File: config.mk
export PLATFORM = sky130hd
export DESIGN_NAME = pc_ras_unit
export DESIGN_NICKNAME = d
export VERILOG_FILES = /design/src/rtl/pc_pkg.sv /design/src/rtl/pc_ras_stack.sv /design/src/rtl/pc_ras_unit.sv
export SDC_FILE = /design/constraint.sdc
export NUM_CORES = 1
export LEC_CHECK = 0
export CORE_ASPECT_RATIO = 1.5
export CORE_MARGIN = 2
export CORE_UTILIZATION = 61
export CTS_CLUSTER_SIZE = 10
export DETAILED_ROUTE_END_ITERATION = 6
export GPL_TIMING_DRIVEN = 0
export PLACE_DENSITY = 0.88
export SYNTH_ARGS = -nofsm -noshare
export SYNTH_HDL_FRONTEND = slang
export SYNTH_SLANG_ARGS = --single-unit
File: constraint.sdc
create_clock -name clk -period 6.88 [get_ports clk]
set_clock_uncertainty 0.15 [all_clocks]
set_input_delay 1.376 -clock clk [delete_from_list [all_inputs] [get_ports clk]]
set_output_delay 1.376 -clock clk [all_outputs]
set_load 0.02 [all_outputs]
File: src/rtl/pc_pkg.sv
// Shared types and defaults for the fetch-stage program counter.
package pc_pkg;

    // Event selected for the current edge, resolved by priority in the top.
    typedef enum logic [2:0] {
        EV_HOLD,
        EV_INC,
        EV_BRANCH,
        EV_JUMP,
        EV_CALL,
        EV_RET,
        EV_CONFLICT
    } pc_event_e;

    // Default PC value after reset and after a return with an empty stack.
    localparam logic [31:0] PC_RESET_VEC_DEFAULT = 32'h0000_0000;

endpackage

File: src/rtl/pc_ras_stack.sv
// Circular return-address stack. A push while full overwrites the oldest
// entry and keeps the count saturated at DEPTH.
module pc_ras_stack
    import pc_pkg::*;
#(
    parameter int unsigned WIDTH = 32,
    parameter int unsigned DEPTH = 4
) (
    input  logic                           clk,
    input  logic                           reset_n,
    input  logic                           push,
    input  logic                           pop,
    input  logic [WIDTH-1:0]               push_data,
    output logic [WIDTH-1:0]               top_data,
    output logic [$clog2(DEPTH+1)-1:0]     count,
    output logic                           full,
    output logic                           empty
);

    localparam int unsigned PW = $clog2(DEPTH);
    localparam int unsigned CW = $clog2(DEPTH+1);

    logic [WIDTH-1:0] mem [DEPTH];
    logic [PW-1:0]    wr_ptr;   // slot the next push writes; top is wr_ptr-1
    logic             do_pop;

    assign full     = (count == CW'(DEPTH));
    assign empty    = (count == '0);
    assign do_pop   = pop && !empty && !push;
    assign top_data = mem[wr_ptr - PW'(1)];

    // Storage is not reset; contents are only read behind a non-zero count.
    always_ff @(posedge clk) begin
        if (push) begin
            mem[wr_ptr] <= push_data;
        end
    end

    // Pointer and occupancy; a full push wraps onto the oldest slot.
    always_ff @(posedge clk or negedge reset_n) begin
        if (!reset_n) begin
            wr_ptr <= '0;
            count  <= '0;
        end else if (push) begin
            wr_ptr <= wr_ptr + PW'(1);
            if (!full) begin
                count <= count + CW'(1);
            end
        end else if (do_pop) begin
            wr_ptr <= wr_ptr - PW'(1);
            count  <= count - CW'(1);
        end
    end

endmodule

File: src/rtl/pc_ras_unit.sv
// Fetch-stage program counter with branch, jump, call/return via a
// hardware return-address stack, stall, and sticky error flags.
module pc_ras_unit
    import pc_pkg::*;
#(
    parameter int unsigned     WIDTH     = 32,
    parameter int unsigned     STEP      = 1,
    parameter int unsigned     DEPTH     = 4,
    parameter logic [WIDTH-1:0] RESET_VEC = WIDTH'(PC_RESET_VEC_DEFAULT)
) (
    input  logic                       clk,
    input  logic                       reset_n,
    input  logic                       stall,
    input  logic                       inc,
    input  logic                       jump,
    input  logic                       call,
    input  logic                       ret,
    input  logic                       branch,
    input  logic [WIDTH-1:0]           target,
    input  logic [WIDTH-1:0]           offset,
    input  logic                       clr_err,
    output logic [WIDTH-1:0]           pc_out,
    output logic [$clog2(DEPTH+1)-1:0] ras_count,
    output logic                       ras_full,
    output logic                       ras_empty,
    output logic                       overflow,
    output logic                       underflow,
    output logic                       conflict
);

    localparam logic [WIDTH-1:0] STEP_V = WIDTH'(STEP);

    pc_event_e        ev;
    logic [WIDTH-1:0] pc_seq;
    logic [WIDTH-1:0] pc_next;
    logic [WIDTH-1:0] top_data;
    logic             push;
    logic             pop;
    logic             set_ov;
    logic             set_un;
    logic             set_cf;

    assign pc_seq = pc_out + STEP_V;

    // Priority encoder; a stalled cycle resolves to HOLD so nothing moves.
    always_comb begin
        ev = EV_HOLD;
        if (stall) begin
            ev = EV_HOLD;
        end else if ($countones({jump, call, ret, branch}) > 1) begin
            ev = EV_CONFLICT;
        end else if (ret) begin
            ev = EV_RET;
        end else if (call) begin
            ev = EV_CALL;
        end else if (jump) begin
            ev = EV_JUMP;
        end else if (branch) begin
            ev = EV_BRANCH;
        end else if (inc) begin
            ev = EV_INC;
        end
    end

    // Next-PC mux and stack/flag side effects of the selected event.
    always_comb begin
        pc_next = pc_out;
        push    = 1'b0;
        pop     = 1'b0;
        set_ov  = 1'b0;
        set_un  = 1'b0;
        set_cf  = 1'b0;
        case (ev)
            EV_CONFLICT: begin
                pc_next = pc_seq;
                set_cf  = 1'b1;
            end
            EV_RET: begin
                if (ras_empty) begin
                    pc_next = RESET_VEC;
                    set_un  = 1'b1;
                end else begin
                    pc_next = top_data;
                    pop     = 1'b1;
                end
            end
            EV_CALL: begin
                pc_next = target;
                push    = 1'b1;
                set_ov  = ras_full;
            end
            EV_JUMP:   pc_next = target;
            EV_BRANCH: pc_next = pc_out + offset;
            EV_INC:    pc_next = pc_seq;
            default:   pc_next = pc_out;
        endcase
    end

    pc_ras_stack #(
        .WIDTH (WIDTH),
        .DEPTH (DEPTH)
    ) u_stack (
        .clk       (clk),
        .reset_n   (reset_n),
        .push      (push),
        .pop       (pop),
        .push_data (pc_seq),
        .top_data  (top_data),
        .count     (ras_count),
        .full      (ras_full),
        .empty     (ras_empty)
    );

    // PC register.
    always_ff @(posedge clk or negedge reset_n) begin
        if (!reset_n) begin
            pc_out <= RESET_VEC;
        end else begin
            pc_out <= pc_next;
        end
    end

    // Sticky flags; a set in the same cycle as clr_err takes precedence.
    always_ff @(posedge clk or negedge reset_n) begin
        if (!reset_n) begin
            overflow  <= 1'b0;
            underflow <= 1'b0;
            conflict  <= 1'b0;
        end else if (!stall) begin
            overflow  <= set_ov | (overflow  & ~clr_err);
            underflow <= set_un | (underflow & ~clr_err);
            conflict  <= set_cf | (conflict  & ~clr_err);
        end
    end

endmodule

# Yosys cells after proc, flatten, opt, wreduce, memory -nomap -nowiden
# Memory sizes are Yosys's and may differ from the RTL's.
# Index checks and enable logic that the tools add are counted.
# classes
addsub,9
n_mul,0
n_div,0
n_lt_le_gt_ge,1
eq_ne,8
n_shift,0
mux,23
bitwise,7
reduce_logical,10
# op_table
cell,n
$pmux W32 S4,1
$add A32 B1 Y32 const B,1
$add A32 B32 Y32,1
$mux W32,1
$mux W3,7
$eq A3 B3 Y1 const B,4
$mux W1,10
$mux W2,4
$eq A3 B2 Y1 const B,2
$add A1 B1 Y2,2
$reduce_bool A4 Y1,1
$reduce_or A2 Y1,2
$add A2 B2 Y3,1
$add A3 B1 Y3 const B,1
$and A1 B1 Y1,3
$eq A3 B1 Y1 const B,1
$gt A3 B1 Y1 const B,1
$logic_not A3 Y1,1
$or A1 B1 Y1,3
$sub A3 B1 Y3 const B,1
$add A2 B1 Y2 const B,1
$logic_and A1 B1 Y1,2
$logic_not A1 Y1,2
$ne A2 B2 Y1 const B,1
4 further kinds,4
# totals
register_bits,40
latch_bits,0
mem_bits_rw,128
mem_bits_ro,0
in_bits,73
out_inout_bits,40
word_cells,65
memories,1
# mem_list
name,depth,width,read_ports,rd_clocked_by_memory_dff,write_ports,line,text
u_stack.mem,4,32,1,0,1,pc_ras_stack.sv:23,logic [WIDTH-1:0] mem [DEPTH];

# Longest topological paths before layout
# depth
depth_word,13
depth_mapped,12

# By module
# From an unflattened synthesis, not the netlist that was laid out.
# unflattened
cells_unflattened,781
hier_area_um2,9580.4
# modules_own_cells
mod,n_inst,cells_each,area_per_inst_um2,seq_area_each_um2
pc_ras_stack,1,211,5069.9,3968.8
pc_ras_unit,1,570,4510.6,875.8

# Worst setup path after synthesis
# OpenSTA, ideal clock, no wires.
# synth_path
path_kind,in2reg
from,input port offset[0]
to,register pc_out[18]
setup_time_ns,0.126
arrival_ns,3.305
required_ns,6.604
path_slack_ns,3.299
path_stages,10
path_buffers,0
cell_sequence,ha_1 -> inv_1 -> fa_1 -> nor2b_1 -> o21ai_1 -> a21boi_2 -> o21ai_1 -> o311ai_1 -> a31oi_1 -> a311o_1
# synth_via
elab_chain_len,2
# synth_rtl
element,line,text
"start, declared",pc_ras_unit.sv:20,"input logic [WIDTH-1:0] offset,"
$add A32 B32 Y32,pc_ras_unit.sv:93,EV_BRANCH: pc_next = pc_out + offset;
$pmux W32 S4,pc_ras_unit.sv:73,case (ev)
"end signal, assigned",pc_ras_unit.sv:119,pc_out <= pc_next;
"end, declared",pc_ras_unit.sv:22,"output logic [WIDTH-1:0] pc_out,"
# No other way between the ends.
# A chain may end at the register's enable or synchronous reset.

# Final worst setup path
# layout_path
from,input port call
to,register pc_out[17]
# layout_via
elab_chain_len,8
elab_cells_between_ends,17
classes_between,2 x add/sub; 1 x order compare; 6 x eq/ne; 5 x mux; 3 x reduce/logical
# layout_rtl
element,line,text
"start, declared",pc_ras_unit.sv:16,"input logic call,"
$add A1 B1 Y2 (implied by the code),pc_ras_unit.sv:50,"end else if ($countones({jump, call, ret, branch}) > 1) begin"
$add A2 B2 Y3 (implied by the code),pc_ras_unit.sv:50,
$gt A3 B1 Y1,pc_ras_unit.sv:50,
$mux W3 (*),pc_ras_unit.sv:50,
$mux W3 (*),pc_ras_unit.sv:48,if (stall) begin
$eq A3 B1 Y1 (tied with other cells),pc_ras_unit.sv:73,
$reduce_or A2 Y1 (no source line),-,
$pmux W32 S4 / $reduce_bool A4 Y1 (equally long branches),-,
# Mark *: on every way between the ends. The rest lies on a longest branch, timed or not.

==> metrics.md <==
| Metric | Value |
|---|---|
| Reg-to-Reg Start | `u_stack.wr_ptr[0]` |
| FF+latch area | `4840 um2` |
| GRT Util Overall | `35.1%` |
| Crit path DAT | `5380 ps` |
| Main synth FF type | `edfxtp_1` |
| Pwr dens | `390 nW/um2` |
| Antenna diodes | `0` |
| Min-delay src | `underflow` |
| Clk buf depth | `2` |
| Iter 0 DRT Violations | `941` |
| Critical Path Start | `call` |
| Core area | `15000 um2` |
| Synth Instances | `744` |
| DR DRC count | `24` |
| Yosys warnings | `0` |
| Worst-Margin Slew | `1060 ps` |
| CP Capture Type | `flop` |
| Hold Buf Count CTS | `0` |
| Status | `finished, violations left` |
| TritonCTS clock tree | `built` |
| Dpl ws | `1430 ps` |
| Async SR Flop Fraction | `23.8%` |
| Violated checks | `DRC` |
| Fin. max-slew vios | `0` |
| HPWL Detailed | `19500 um` |
| Die area | `16300 um2` |
| Slew HR | `28.9%` |
| IO Port Bufs | `112` |
| Area Growth Syn to Fin | `22.3%` |
| Fin nets | `992` |
| Fillcell total | `962` |
| P_leak | `4.16 nW` |
| Library cells used by synthesis | `80` |
| Number of synthesized flops with an enable pin | `128` |
| Initial Util | `62.1%` |
| Fraction of layout cells with a size suffix above 1 | `14.0%` |
| DR vias | `7550` |
| Drt first pass iters | `7` |
| Routed vias/inst | `6.91` |
| H-tree depth | `4` |
| Final setup fails | `0` |
| Clk slew on worst S/H paths | `70 ps` |
| Routed WL per cell | `25.8 um` |
| Core Rows | `55` |
| Netlist Area Pre-Place | `9310 um2` |
| Hold/Removal Path Class | `flop to flop` |
| Crit-path max FO | `10` |
| Hold Fails Final Rpt | `0` |
| FMAX | `193 MHz` |
| WS Path Type | `primary input to flop` |
| VDD IR max | `0.000239 V` |
| Root buf cell | `clkbuf_16` |
| GRT overflow | `0` |
| IO Count | `113` |
| Clock Latency Late Sink | `430 ps` |
| Die Ht | `155 um` |
| Final Wtd Congestion | `0.950` |
| CP required | `7070 ps` |
| Antenna violations before repair | `0` |
| Max Cap Viol | `0` |
| Largest net degree at the start of global routing | `30` |
| CTS sink cnt | `168` |
| Crit path launch type | `primary input` |
| Sequential area share after synthesis | `52.0%` |
| WL final | `28200 um` |
| First-pass GRT wire length | `42700 um` |
| Minimum clock period | `5190 ps` |
| Multi-input combinational cell area | `4230 um2` |
| #FFs+latches synth | `168` |
| RSZ-0062 raised after global routing | `no` |
| Post-route ant nets | `0` |
| Final period util | `75.5%` |
| CTS Buf Count | `17` |
| Die width | `105 um` |
| Vias in the first global route | `7634` |
| PostCTS Resize Cnt | `0` |
| Setup ws final | `1690 ps` |
| Avg Inst Size Synth | `12.5 um2` |
| Hold_ws | `361 ps` |
| Setup TNS Final | `0 ps` |
| Syn_nets | `856` |
| Post-CTS Repair Setup Buffers | `0` |
-- per-stage QoR --
step           instance area, um2  utilization (%)  power (W)  std cells
2_1_floorplan                9310                -    0.00276        744
3_3_place_gp                10700             71.2    0.00332       1055
3_5_place_dp                10800             71.9    0.00341       1060
4_1_cts                     11400             75.9    0.00440       1092
5_1_grt                     11400             75.9    0.00462       1092
6_report                    11400             75.9    0.00444       1092
-- Yosys cell counts, types with 10 or more instances --
master | instances | area (um2)
ha_1 | 36 | 450
xor2_1 | 16 | 140
o21ai_0 | 37 | 185
inv_1 | 23 | 86.3
clkbuf_1 | 13 | 48.8
a221oi_1 | 18 | 158
a21oi_1 | 37 | 185
nand3_1 | 20 | 100
mux4_2 | 32 | 721
dfrtp_1 | 40 | 1000
buf_2 | 16 | 80.1
and3_1 | 13 | 81.3
nor2_1 | 29 | 109
nor3_1 | 14 | 70.1
nand4_1 | 10 | 62.6
a31oi_1 | 11 | 68.8
edfxtp_1 | 128 | 3840
nand2_1 | 58 | 218
a21o_1 | 16 | 120
xnor2_1 | 35 | 307
-- report_power, final --
part / switching (W) / internal, W / leakage (nW)
combinational: 0.00110 / 0.000854 / 2.22
clock: 0.000459 / 0.000522 / 0.290
sequential: 0.000203 / 0.00130 / 1.64
total: 0.00177 / 0.00268 / 4.16
-- area by class of cell --
| type | count | area share, % |
|---|---|---|
| plain buffers | 33 | 1.36 |
| multi-input cells | 520 | 37.2 |
| clock inverters | 15 | 1.56 |
| inverters | 23 | 0.758 |
| well taps | 199 | 2.19 |
| repair buffers | 117 | 10.7 |
| flip-flops and latches | 168 | 42.5 |
| clock buffers | 17 | 3.74 |
-- state kept, by name, summed over array words and instances (netlist names) --
signal          flops
conflict            1
overflow            1
pc_out             32
u_stack.count       3
u_stack.mem       128
u_stack.wr_ptr      2
underflow           1
-- path summary, 6_finish.rpt --
path                              endpoint  cells past startpoint  slack (ps)
worst min register to register   underflow                      2         360
worst max-delay path            pc_out[17]                      9        1690
worst min-delay path             underflow                      2         360
worst max register to register   pc_out[0]                     11        2150
max in group asynchronous       pc_out[10]                      2        5320
min in group asynchronous       pc_out[31]                      1         710
-- critical path: stages --
cell and delay, ps:
clkdlybuf4s50_1 620, inv_1 110, fa_1 550, nand4b_1 570, nor2_1 940, buf_2 440
buf_2 390, a221oi_1 140, a31oi_1 210
-- layer usage --
layer	share of wire (%)	GRT usage, %	wire (um)
met1	33	40.8	9390
met2	50	59.0	14000
met3	11	8.34	3060
met4	6.1	21.5	1740
met5	0	0	0
-- cell families after synthesis --
logic type	synth area share [%]
multiplexers	8.45
XOR/XNOR	4.97
AND/OR/NAND/NOR	11.4
AO/OA/AOI/OAI	15.1
buffers and inverters	2.59
adder cells (fa/ha/maj)	5.48
flip-flops	52.0
-- cell usage in the layout, fill, tap and decap left out, types with 18 or more instances in the layout --
cell / netlist / final
a21oi_1: 37 / 37
a221oi_1: 18 / 18
clkdlybuf4s50_1: 0 / 111
dfrtp_1: 40 / 40
edfxtp_1: 128 / 128
ha_1: 36 / 36
inv_1: 23 / 23
mux4_2: 32 / 32
nand2_1: 58 / 58
nand3_1: 20 / 20
nor2_1: 29 / 29
o21ai_0: 37 / 37
xnor2_1: 35 / 35
Power figures use the tool's default switching activity.
==> RTL edit 1 (same settings) <==
Reset style: synchronous (`reset_n`), changed in 3 clocked blocks.
--- a/src/rtl/pc_ras_stack.sv
+++ b/src/rtl/pc_ras_stack.sv
@@ -38,5 +38,5 @@
 
     // Pointer and occupancy; a full push wraps onto the oldest slot.
-    always_ff @(posedge clk or negedge reset_n) begin
+    always_ff @(posedge clk) begin
         if (!reset_n) begin
             wr_ptr <= '0;
--- a/src/rtl/pc_ras_unit.sv
+++ b/src/rtl/pc_ras_unit.sv
@@ -113,5 +113,5 @@
 
     // PC register.
-    always_ff @(posedge clk or negedge reset_n) begin
+    always_ff @(posedge clk) begin
         if (!reset_n) begin
             pc_out <= RESET_VEC;
@@ -122,5 +122,5 @@
 
     // Sticky flags; a set in the same cycle as clr_err takes precedence.
-    always_ff @(posedge clk or negedge reset_n) begin
+    always_ff @(posedge clk) begin
         if (!reset_n) begin
             overflow  <= 1'b0;
Check against the original RTL: differs if reset_n is asserted again (counterexample within 4 cycles, from zero or initial values and one cycle with reset_n low); with reset_n held inactive, the same outputs for 4 cycles.
==> RTL edit 1 against the unedited design <==
Sequential cell count is the same. Wire length is 1.5% lower. First-iteration DRC count down 5.4%. Worst setup slack better by 0.42 ns. Design area fell by 2.2%. Fmax grew 8.9%. Synthesized area fell by 1.6%. Critical path type unchanged. Highest routed layer unchanged.
Power is not compared: it rests on default switching activity, and its combinational part moved more than twofold at a synthesized area within 25%.
==> RTL edit 1: results (changes against the unedited design) <==
[grt]
grt_pass1_wl_um = 42500  ; -0.63%
grt_max_degree = 33  ; +10%
grt_util_met1_pct = 40.7  ; -0.13 points
use_met2_pct = 61.0  ; +2.0 points
first_global_vias = 7621  ; -0.17%

[finish]
buf_share_pct = 11.9  ; -0.19 points
area_share_clock_buf_inv_pct = 5.22  ; -0.071 points
seq_area_share_pct = 41.7  ; -0.84 points
drive_gt1_share_pct = 8.79  ; -5.2 points
area_growth_syn_to_layout_pct = 21.5
multiInputCombCellCount = 541  ; +4.0%
inv_count = 23  ; unchanged
non_clock_buffer_count = 157  ; +4.7%
n_fill_cell = 925  ; -3.8%
fin_nets = 1020  ; +2.8%
seq_cells = 168  ; unchanged

[synthesis]
synth_seq_area_share_pct = 50.7  ; -1.3 points
synth_compound_area_share_pct = 17.7  ; +2.6 points
synthAdderAreaFrac_pct = 5.57  ; +0.091 points
muxShareOfSynthArea_pct = 7.87  ; -0.58 points
yosys-top-cells-count = edfxtp_1, nand2_1, a21oi_1
async_flop_share_pct = 0  ; -24 points
ys_top_cells_by_area = edfxtp_1, dfxtp_1, mux4_2, ha_1, xnor2_1
avgSynthCellArea_um2 = 11.8  ; -5.7%
synth_xor_area_share_pct = 5.83  ; +0.86 points
synthesis.nets = 888  ; +3.7%

[routing]
wl_per_cell_um = 24.9  ; -3.7%
dr_wl_met2_um = 14100  ; +0.24%
dr_wl_met3_um = 2860  ; -6.5%
dr.max_layer_used = met4
drt-met1-wl_um = 9190  ; -2.1%
dr.pass1.iters = 6  ; -1

[flow_run]
drv_cap = 0  ; unchanged

[worst_setup_path]
slowest_stage = clkbuf_1
arrival_ns = 4.97  ; -0.41 ns
max_stage_delay_ns = 0.64  ; -0.30 ns

[clock_tree]
cts_root_buffer = clkbuf_16

[outcome]
status = finished, final reports clean

[placement]
place_area_um2 = 10600  ; -2.1%
gp_congestion = 0.968  ; +1.9%
hpwlAfterDp_um = 18800  ; -3.5%
place_ws_ns = 1.91  ; +0.473 ns
dp_cells = 1085  ; +2.4%

[sta]
relSlewSlack_pct = 2.80  ; -26 points

-- RTL edit 1: changes by cell type in the layout (fill, tap and decap cells not counted), moves of 7 or more --
| cell | unedited run | this run |
|---|---|---|
| a21oi_1 | 37 | 44 |
| dfrtp_1 | 40 | 0 |
| buf_2 | 17 | 5 |
| a21o_1 | 16 | 25 |
| dfxtp_1 | 0 | 40 |
| a221o_1 | 5 | 20 |
| nor2_1 | 29 | 41 |
| clkbuf_1 | 13 | 41 |
| a222oi_1 | 9 | 2 |
-- RTL edit 1: path summary, 6_finish.rpt --
check | slack, ns | start | to
worst min-delay path | 0.33 | underflow$_SDFFE_PN0N_ | underflow$_SDFFE_PN0N_
worst min register to register | 0.33 | underflow$_SDFFE_PN0N_ | underflow$_SDFFE_PN0N_
worst max register to register | 2.45 | u_stack.wr_ptr[0]$_SDFFE_PN0P_ | pc_out[12]$_SDFFE_PN0P_
worst max-delay path | 2.11 | jump | pc_out[9]$_SDFFE_PN0P_
==> RTL edit 2 (same settings) <==
Without the edit above. `DEPTH` is set to 4 in 2 places; all go to 8.
--- a/src/rtl/pc_ras_stack.sv
+++ b/src/rtl/pc_ras_stack.sv
@@ -5,5 +5,5 @@
 #(
     parameter int unsigned WIDTH = 32,
-    parameter int unsigned DEPTH = 4
+    parameter int unsigned DEPTH = 8
 ) (
     input  logic                           clk,
--- a/src/rtl/pc_ras_unit.sv
+++ b/src/rtl/pc_ras_unit.sv
@@ -6,5 +6,5 @@
     parameter int unsigned     WIDTH     = 32,
     parameter int unsigned     STEP      = 1,
-    parameter int unsigned     DEPTH     = 4,
+    parameter int unsigned     DEPTH     = 8,
     parameter logic [WIDTH-1:0] RESET_VEC = WIDTH'(PC_RESET_VEC_DEFAULT)
 ) (
Ports: changed (resized ras_count); port bits go from 113 to 114. The function was not compared with the original's and may differ.
==> RTL edit 2 against the unedited design <==
Sequential cell count is 130 higher. Synthesized cell count is 35% higher. Count of clock-buffer cells in the layout rose by 46. Power up 74%. Design area increased by 52%. Wire length is 52% higher. Die area up 52%. Worst setup slack worse by 0.46 ns. Synthesized area up 54%. Combinational power rose by 73%. Hold slack got worse by 0.0086 ns. Utilization decreased by 0.87 points. Fmax down 8.1%. Largest power group unchanged.
==> RTL edit 2: results (changes against the unedited design) <==
[outcome]
status = finished, final reports clean

[finish]
fin_nets = 1294  ; +30%
area_growth_syn_to_layout_pct = 20.5

[clock_tree]
clkLatencyLatePin_ns = 0.51  ; +0.08 ns
cts_buffer_depth = 3  ; +1
numCtsBuffers = 35  ; +18

[synthesis]
synthesis.nets = 1115  ; +30%
avgSynthCellArea_um2 = 14.3  ; +14%

[grt]
grt_usage_pct = 35.4  ; +0.25 points
use_met2_pct = 58.0  ; -1.0 points
gr-usage-met3_pct = 6.35  ; -2.0 points

[placement]
gp_congestion = 0.961  ; +1.1%
place_area_um2 = 16300  ; +51%
place_ws_ns = 1.39  ; -0.0475 ns

[pwr]
p_total_mw = 7.71  ; +74%
leakage_nw = 6.13  ; +47%
clkPwrFrac_pct = 21.9  ; -0.2 points
swShare_pct = 38.2  ; -1.5 points
ir_drop_uv = 311  ; +30%

[sta]
holdWs_ns = 0.353  ; -0.00858 ns

[worst_hold_path]
holdPathEnd = overflow$_DFFE_PN0N_
hold_path_depth = 1  ; -1

[routing]
wl_per_cell_um = 28.2  ; +9.2%
dr_wl_met2_um = 20800  ; +48%
dr.pass1.iters = 6  ; -1
drt_iter0_markers = 1386  ; +47%
drt-met1-wl_um = 14700  ; +56%

[worst_setup_path]
arrival_ns = 5.90  ; +0.52 ns

-- RTL edit 2: kinds of logic after synthesis --
logic type | count (synthesis) | synth area share [%]
adder cells (fa/ha/maj) | 39 | 3.56
flip-flops | 298 | 60.9
XOR/XNOR | 57 | 3.48
AND/OR/NAND/NOR | 207 | 6.95
multiplexers | 99 | 12.5
AO/OA/AOI/OAI | 228 | 10.5
buffers and inverters | 75 | 2.14
-- RTL edit 2: worst max path at each step --
stage,from,endpoint,slack (ns),cells past startpoint
2_1_floorplan,jump,u_stack.mem[0][0]$_DFFE_PP_,0.54,7
3_3_place_gp,call,u_stack.mem[0][9]$_DFFE_PP_,-3.73,8
3_5_place_dp,u_stack.wr_ptr[0]$_DFFE_PN0P_,pc_out[18]$_DFFE_PN0P_,1.39,14
4_1_cts,u_stack.wr_ptr[0]$_DFFE_PN0P_,pc_out[18]$_DFFE_PN0P_,1.32,14
5_1_grt,u_stack.wr_ptr[0]$_DFFE_PN0P_,pc_out[24]$_DFFE_PN0P_,1.07,14
6_report,u_stack.wr_ptr[0]$_DFFE_PN0P_,pc_out[18]$_DFFE_PN0P_,1.23,14
-- RTL edit 2: worst max-delay path, cell delays in order (launching register included) --
cell      delay (ns)
dfrtp_1         0.35
buf_2           0.27
buf_2           0.41
buf_2           0.48
buf_2           0.40
inv_1           0.16
ha_1            0.38
buf_1           0.54
clkbuf_1        0.53
clkbuf_1        0.67
mux4_2          0.42
mux2i_1         0.21
o21ai_0         0.25
a21oi_1         0.21
a21oi_1         0.08
-- RTL edit 2: layout make-up --
type | instances | area, um^2
plain buffers | 52 | 220
clock buffers | 63 | 1020
fillers | 1374 | 5760
inverters | 23 | 86.3
multi-input cells | 630 | 5360
flip-flops and latches | 298 | 8740
well taps | 315 | 394
repair buffers | 142 | 1480
